===== src/rtl/key_pkg.sv =====
// Shared definitions for the key handling path: FSM state encoding and the
// default timing constants at the 50 MHz system clock.
package key_pkg;

    typedef enum logic [2:0] {
        IDLE      = 3'd0,
        PRESS1    = 3'd1,
        WAIT2     = 3'd2,
        PRESS2    = 3'd3,
        LONG_HOLD = 3'd4
    } key_state_t;

    // 1 s long-press threshold and 300 ms double-click window at 50 MHz
    localparam int KEY_LONG_TIME  = 50_000_000;
    localparam int KEY_DCLICK_GAP = 15_000_000;

endpackage : key_pkg


===== src/rtl/key_event_decoder.sv =====
// Turns the debounced active-low key level into single-click, double-click
// and long-press pulses, plus a level that stays high while a long press is
// held.
//
// state     | meaning
// ----------+-------------------------------------------------------------
// IDLE      | key released, waiting for a fresh press edge
// PRESS1    | first press in progress, counting towards long press
// WAIT2     | first press released, counting the double-click window
// PRESS2    | second press in progress, double click emitted on release
// LONG_HOLD | long press reported, waiting for release (hold = 1)
module key_event_decoder
    import key_pkg::*;
#(
    parameter int LONG_TIME  = KEY_LONG_TIME,
    parameter int DCLICK_GAP = KEY_DCLICK_GAP
) (
    input  logic clk,
    input  logic rst_n,
    input  logic click_n,
    output logic single_p,
    output logic double_p,
    output logic long_p,
    output logic hold
);

    localparam int CNT_MAX = (LONG_TIME > DCLICK_GAP) ? LONG_TIME : DCLICK_GAP;
    localparam int CNT_W   = (CNT_MAX > 1) ? $clog2(CNT_MAX) : 1;

    localparam logic [CNT_W-1:0] LONG_TC = CNT_W'(LONG_TIME - 1);
    localparam logic [CNT_W-1:0] GAP_TC  = CNT_W'(DCLICK_GAP - 1);

    localparam logic [2:0] ST_IDLE      = IDLE;
    localparam logic [2:0] ST_PRESS1    = PRESS1;
    localparam logic [2:0] ST_WAIT2     = WAIT2;
    localparam logic [2:0] ST_PRESS2    = PRESS2;
    localparam logic [2:0] ST_LONG_HOLD = LONG_HOLD;

    logic [2:0]       r_state;
    logic [CNT_W-1:0] r_cnt;
    logic             r_click_d;
    logic             r_single_p;
    logic             r_double_p;
    logic             r_long_p;
    logic             r_hold;
    logic             w_press_edge;

    // Reset value 0 means a key held through reset never looks like a new press
    assign w_press_edge = r_click_d & ~click_n;

    // Delayed key level for press-edge detection
    always_ff @(posedge clk or negedge rst_n) begin
        if (!rst_n) begin
            r_click_d <= 1'b0;
        end else begin
            r_click_d <= click_n;
        end
    end

    // Event FSM with the shared down-window counter; release/press on a
    // terminal-count cycle takes priority over the timeout event
    always_ff @(posedge clk or negedge rst_n) begin
        if (!rst_n) begin
            r_state    <= ST_IDLE;
            r_cnt      <= '0;
            r_single_p <= 1'b0;
            r_double_p <= 1'b0;
            r_long_p   <= 1'b0;
            r_hold     <= 1'b0;
        end else begin
            r_single_p <= 1'b0;
            r_double_p <= 1'b0;
            r_long_p   <= 1'b0;
            case (r_state)
                ST_IDLE: begin
                    r_hold <= 1'b0;
                    if (w_press_edge) begin
                        r_state <= ST_PRESS1;
                        r_cnt   <= '0;
                    end
                end
                ST_PRESS1: begin
                    if (click_n) begin
                        r_state <= ST_WAIT2;
                        r_cnt   <= '0;
                    end else if (r_cnt == LONG_TC) begin
                        r_long_p <= 1'b1;
                        r_hold   <= 1'b1;
                        r_state  <= ST_LONG_HOLD;
                        r_cnt    <= '0;
                    end else begin
                        r_cnt <= r_cnt + CNT_W'(1);
                    end
                end
                ST_WAIT2: begin
                    if (!click_n) begin
                        r_state <= ST_PRESS2;
                        r_cnt   <= '0;
                    end else if (r_cnt == GAP_TC) begin
                        r_single_p <= 1'b1;
                        r_state    <= ST_IDLE;
                        r_cnt      <= '0;
                    end else begin
                        r_cnt <= r_cnt + CNT_W'(1);
                    end
                end
                ST_PRESS2: begin
                    if (click_n) begin
                        r_double_p <= 1'b1;
                        r_state    <= ST_IDLE;
                        r_cnt      <= '0;
                    end
                end
                ST_LONG_HOLD: begin
                    if (click_n) begin
                        r_hold  <= 1'b0;
                        r_state <= ST_IDLE;
                        r_cnt   <= '0;
                    end
                end
                default: begin
                    r_state <= ST_IDLE;
                    r_cnt   <= '0;
                    r_hold  <= 1'b0;
                end
            endcase
        end
    end

    assign single_p = r_single_p;
    assign double_p = r_double_p;
    assign long_p   = r_long_p;
    assign hold     = r_hold;

endmodule : key_event_decoder


===== config.mk =====
export PLATFORM = sky130hd
export DESIGN_NAME = key_event_decoder
export DESIGN_NICKNAME = d
export VERILOG_FILES = /design/src/rtl/key_pkg.sv /design/src/rtl/key_event_decoder.sv
export SDC_FILE = /design/constraint.sdc
export NUM_CORES = 1
export LEC_CHECK = 0
export ABC_AREA = 1
export BUFFER_PORTS_ARGS = -buffer_cell sky130_fd_sc_hd__buf_2
export CAP_MARGIN = 0
export CORE_MARGIN = 1.5
export CORE_UTILIZATION = 62
export DETAILED_ROUTE_END_ITERATION = 8
export HOLD_SLACK_MARGIN = 0.08
export PLACE_DENSITY = 0.89
export SYNTH_ARGS = -nofsm -noshare
export SYNTH_HDL_FRONTEND = slang
export SYNTH_SLANG_ARGS = --single-unit

===== constraint.sdc =====
create_clock -name clk -period 1.8 [get_ports clk]
set_input_delay 0.09 -clock clk [delete_from_list [all_inputs] [get_ports clk]]
set_output_delay 0.09 -clock clk [all_outputs]
set_load 0.005 [all_outputs]

==> flow_metrics.env <==
export IMPL_status="finished clean"
export IMPL_slew_viol_final=0
export IMPL_fin_area_mm2=0.002362
export IMPL_grt_pass1_vias=1895
export IMPL_gp_congestion=0.9264
export IMPL_path_max_fanout=7
export IMPL_die_x_um=62.40
export IMPL_grt_overflow_total=0
export IMPL_cts_buffers=5
export IMPL_yosys_most_used_dff="dfrtp_1"
export IMPL_synth_top_cell_area_share_pct=38.90
export IMPL_antenna_found_initial=0
export IMPL_vias_per_cell=5.437
export IMPL_drt_iter0_markers=179
export IMPL_synth_most_common_cell="nand2_1"
export IMPL_fin_crit_sh_pct=92.89
export IMPL_hold_viol=0
export IMPL_yosysWarningCount=0
export IMPL_synth_edf_count=0
export IMPL_finClkSkew_ps=7.008
export IMPL_fin_util_pct=70.24
export IMPL_die_area_mm2=0.003893
export IMPL_ant_nets=0
export IMPL_ys_ff_latch=34
export IMPL_yosysUniqueCellTypes=27
export IMPL_drt_wl_total_mm=4.867
export IMPL_grt_start_max_net_pins=35
export IMPL_power_density_mw_per_mm2=940.7
export IMPL_syn2layout_area_growth_pct=8.009
export IMPL_core_mm2=0.003363
export IMPL_avgSynthCellArea_um2=6.965
export IMPL_grt_pass1_wl_mm=8.487
export IMPL_tritoncts="yes"
export IMPL_cts_root_buf="clkbuf_4"
export IMPL_max_freq_ghz=0.5981
export IMPL_reg2regPathDepth=11
export IMPL_slew_headroom_pct=49.75
export IMPL_reg2reg_from="r_cnt[0]"
export IMPL_ys_top_cells_by_area="dfrtp_1 39%, nand2_1 15%, nor2_1 8.4%"
export IMPL_maxCapViolCount=0
export IMPL_p_leak_nw=1.138
export IMPL_synth_seq_area_share_pct=38.90
export IMPL_cp_data_arrival_time_ps=1920
export IMPL_synthArstFlopShare_pct=100.0
export IMPL_synth_top_cell_by_area="dfrtp_1"
export IMPL_final_min_clock_period_ps=1672
export IMPL_ios=7
export IMPL_fin_nets=334
export IMPL_num_rows=21
export IMPL_cp_start_kind="register"
export IMPL_tns_ps=0
export IMPL_fp_dieH_um=62.40
export IMPL_start_util_pct=65.03
export IMPL_finalSetupViolations=0
export IMPL_hpwl_mm=3.497
export IMPL_syn_inst=314
export IMPL_drc_errors=0
export IMPL_crit_path_end_kind="register"
export IMPL_rrSetupSlack_ps=130
export IMPL_cts_sinks=34
export IMPL_io_buffer_count=6
export IMPL_rsz0062_at_grt="yes"
export IMPL_drive_gt1_share_pct=16.72
export IMPL_peakVddDrop_v=0.001114
export IMPL_netlist_top_cells_count="85 x nand2_1, 49 x nor2_1, 38 x inv_1"
export IMPL_insertion_delay_ps=350
export IMPL_path_class="reg2reg"
export IMPL_placed_area_mm2=0.002276
export IMPL_tightest_slew_ps=753.7
export IMPL_clockBufferDepth=2
export IMPL_grtUsageTotal_pct=27.87
export IMPL_hold_class="in2async"
export IMPL_cp_required_ps=2040
export IMPL_path_clk_slew_ps=100
export IMPL_avgRoutedWirePerCell_um=12.98
export IMPL_syn_area_mm2=0.002187
export IMPL_insertedDiodeCount=0
export IMPL_vias=2039
export IMPL_synthesis_nets=318
export IMPL_drtPass1Iterations=5
export IMPL_r2r_end="r_state[0]"
export IMPL_htreeDepth=2
## sequential cells by signal (all words and copies together), names as in the netlist
signal / flops
double_p: 1
hold: 1
long_p: 1
r_click_d: 1
r_cnt: 26
r_state: 3
single_p: 1
## routing by layer
| layer | routed length, µm | GRT usage [%] |
|---|---|---|
| met1 | 2124 | 38.26 |
| met2 | 2278 | 44.97 |
| met3 | 380 | 4.865 |
| met4 | 83 | 9.722 |
| met5 | 0 | 0 |
## layout by cell type, fill, tap and decap left out, types with 7 or more instances in the layout
master	count
dfrtp_1	34
xor2_1	8
nand3_1	26
nor2_2	19
nand2_1	85
nand4_1	15
inv_2	7
nor3_1	7
nor2_1	47
inv_1	38
## metrics by stage
| stage | hold WS (ps) | instances | setup WS, ps | power [mW] |
|---|---|---|---|---|
| 5_1_grt | 425.3 | 375 | -6.749 | 2.375 |
| 3_5_place_dp | 192.6 | 366 | 89.65 | 1.791 |
| 6_report | 361.9 | 375 | 128.1 | 2.222 |
| 4_1_cts | 355.7 | 374 | 72.20 | 2.214 |
| 3_3_place_gp | 187.9 | 366 | 189.6 | 1.752 |
| 2_1_floorplan | -205.6 | 314 | 253.0 | 1.623 |
## power breakdown
| group | total, mW | internal, mW | leakage (nW) | switching, mW |
|---|---|---|---|---|
| Clock | 0.429 | 0.176 | 0.0302 | 0.253 |
| Combinational | 0.901 | 0.280 | 0.641 | 0.622 |
| Sequential | 0.892 | 0.825 | 0.467 | 0.0670 |
| Total | 2.22 | 1.28 | 1.14 | 0.942 |
## worst max path at each step
| stage | from | endpoint | slack [ps] | cells after the start |
|---|---|---|---|---|
| floorplan | r_cnt[0] | r_cnt[16] | 250 | 11 |
| global placement | r_cnt[0] | r_cnt[23] | 190 | 10 |
| detailed placement | r_cnt[1] | r_cnt[23] | 90 | 10 |
| CTS | r_cnt[2] | r_cnt[23] | 70 | 8 |
| global route | r_cnt[0] | r_state[1] | -7 | 11 |
| finish | r_cnt[0] | r_state[0] | 130 | 11 |
## logic make-up after synthesis
kind of cell | synth area share [%]
flip-flops | 38.90
AND/OR/NAND/NOR | 44.05
buffers and inverters | 10.24
AO/OA/AOI/OAI | 2.631
XOR/XNOR | 3.604
adder cells (fa/ha/maj) | 0.5720
## what timing repair did
item | 4_1_cts | 5_1_grt
setup endpoints to repair | 0 | 9
buffers inserted | 0 | 1
hold endpoints to repair | 36 | 0
resized for setup | 0 | 3
hold buffers | 2 | 0
## layout make-up
type                       count  area [µm²]
sequential                    34       850.8
tap                           46       57.56
inverter                      46       177.7
fill                         306        1001
multi-input combinational    229        1117
clock buffer                   6       51.30
timing repair buffer          14       107.6
## worst max-delay path, cell delays in order (launching register included)
cell     delay, ps
dfrtp_1        380
ha_1           180
nand2_2         80
nor2_4         140
nand3_2         90
nor2_2         130
nand2_2        100
nand2_4         90
nand3_4         90
buf_4          170
nand2_1         50
nand2_1         50
No activity file was read; power rests on OpenSTA's default activity.
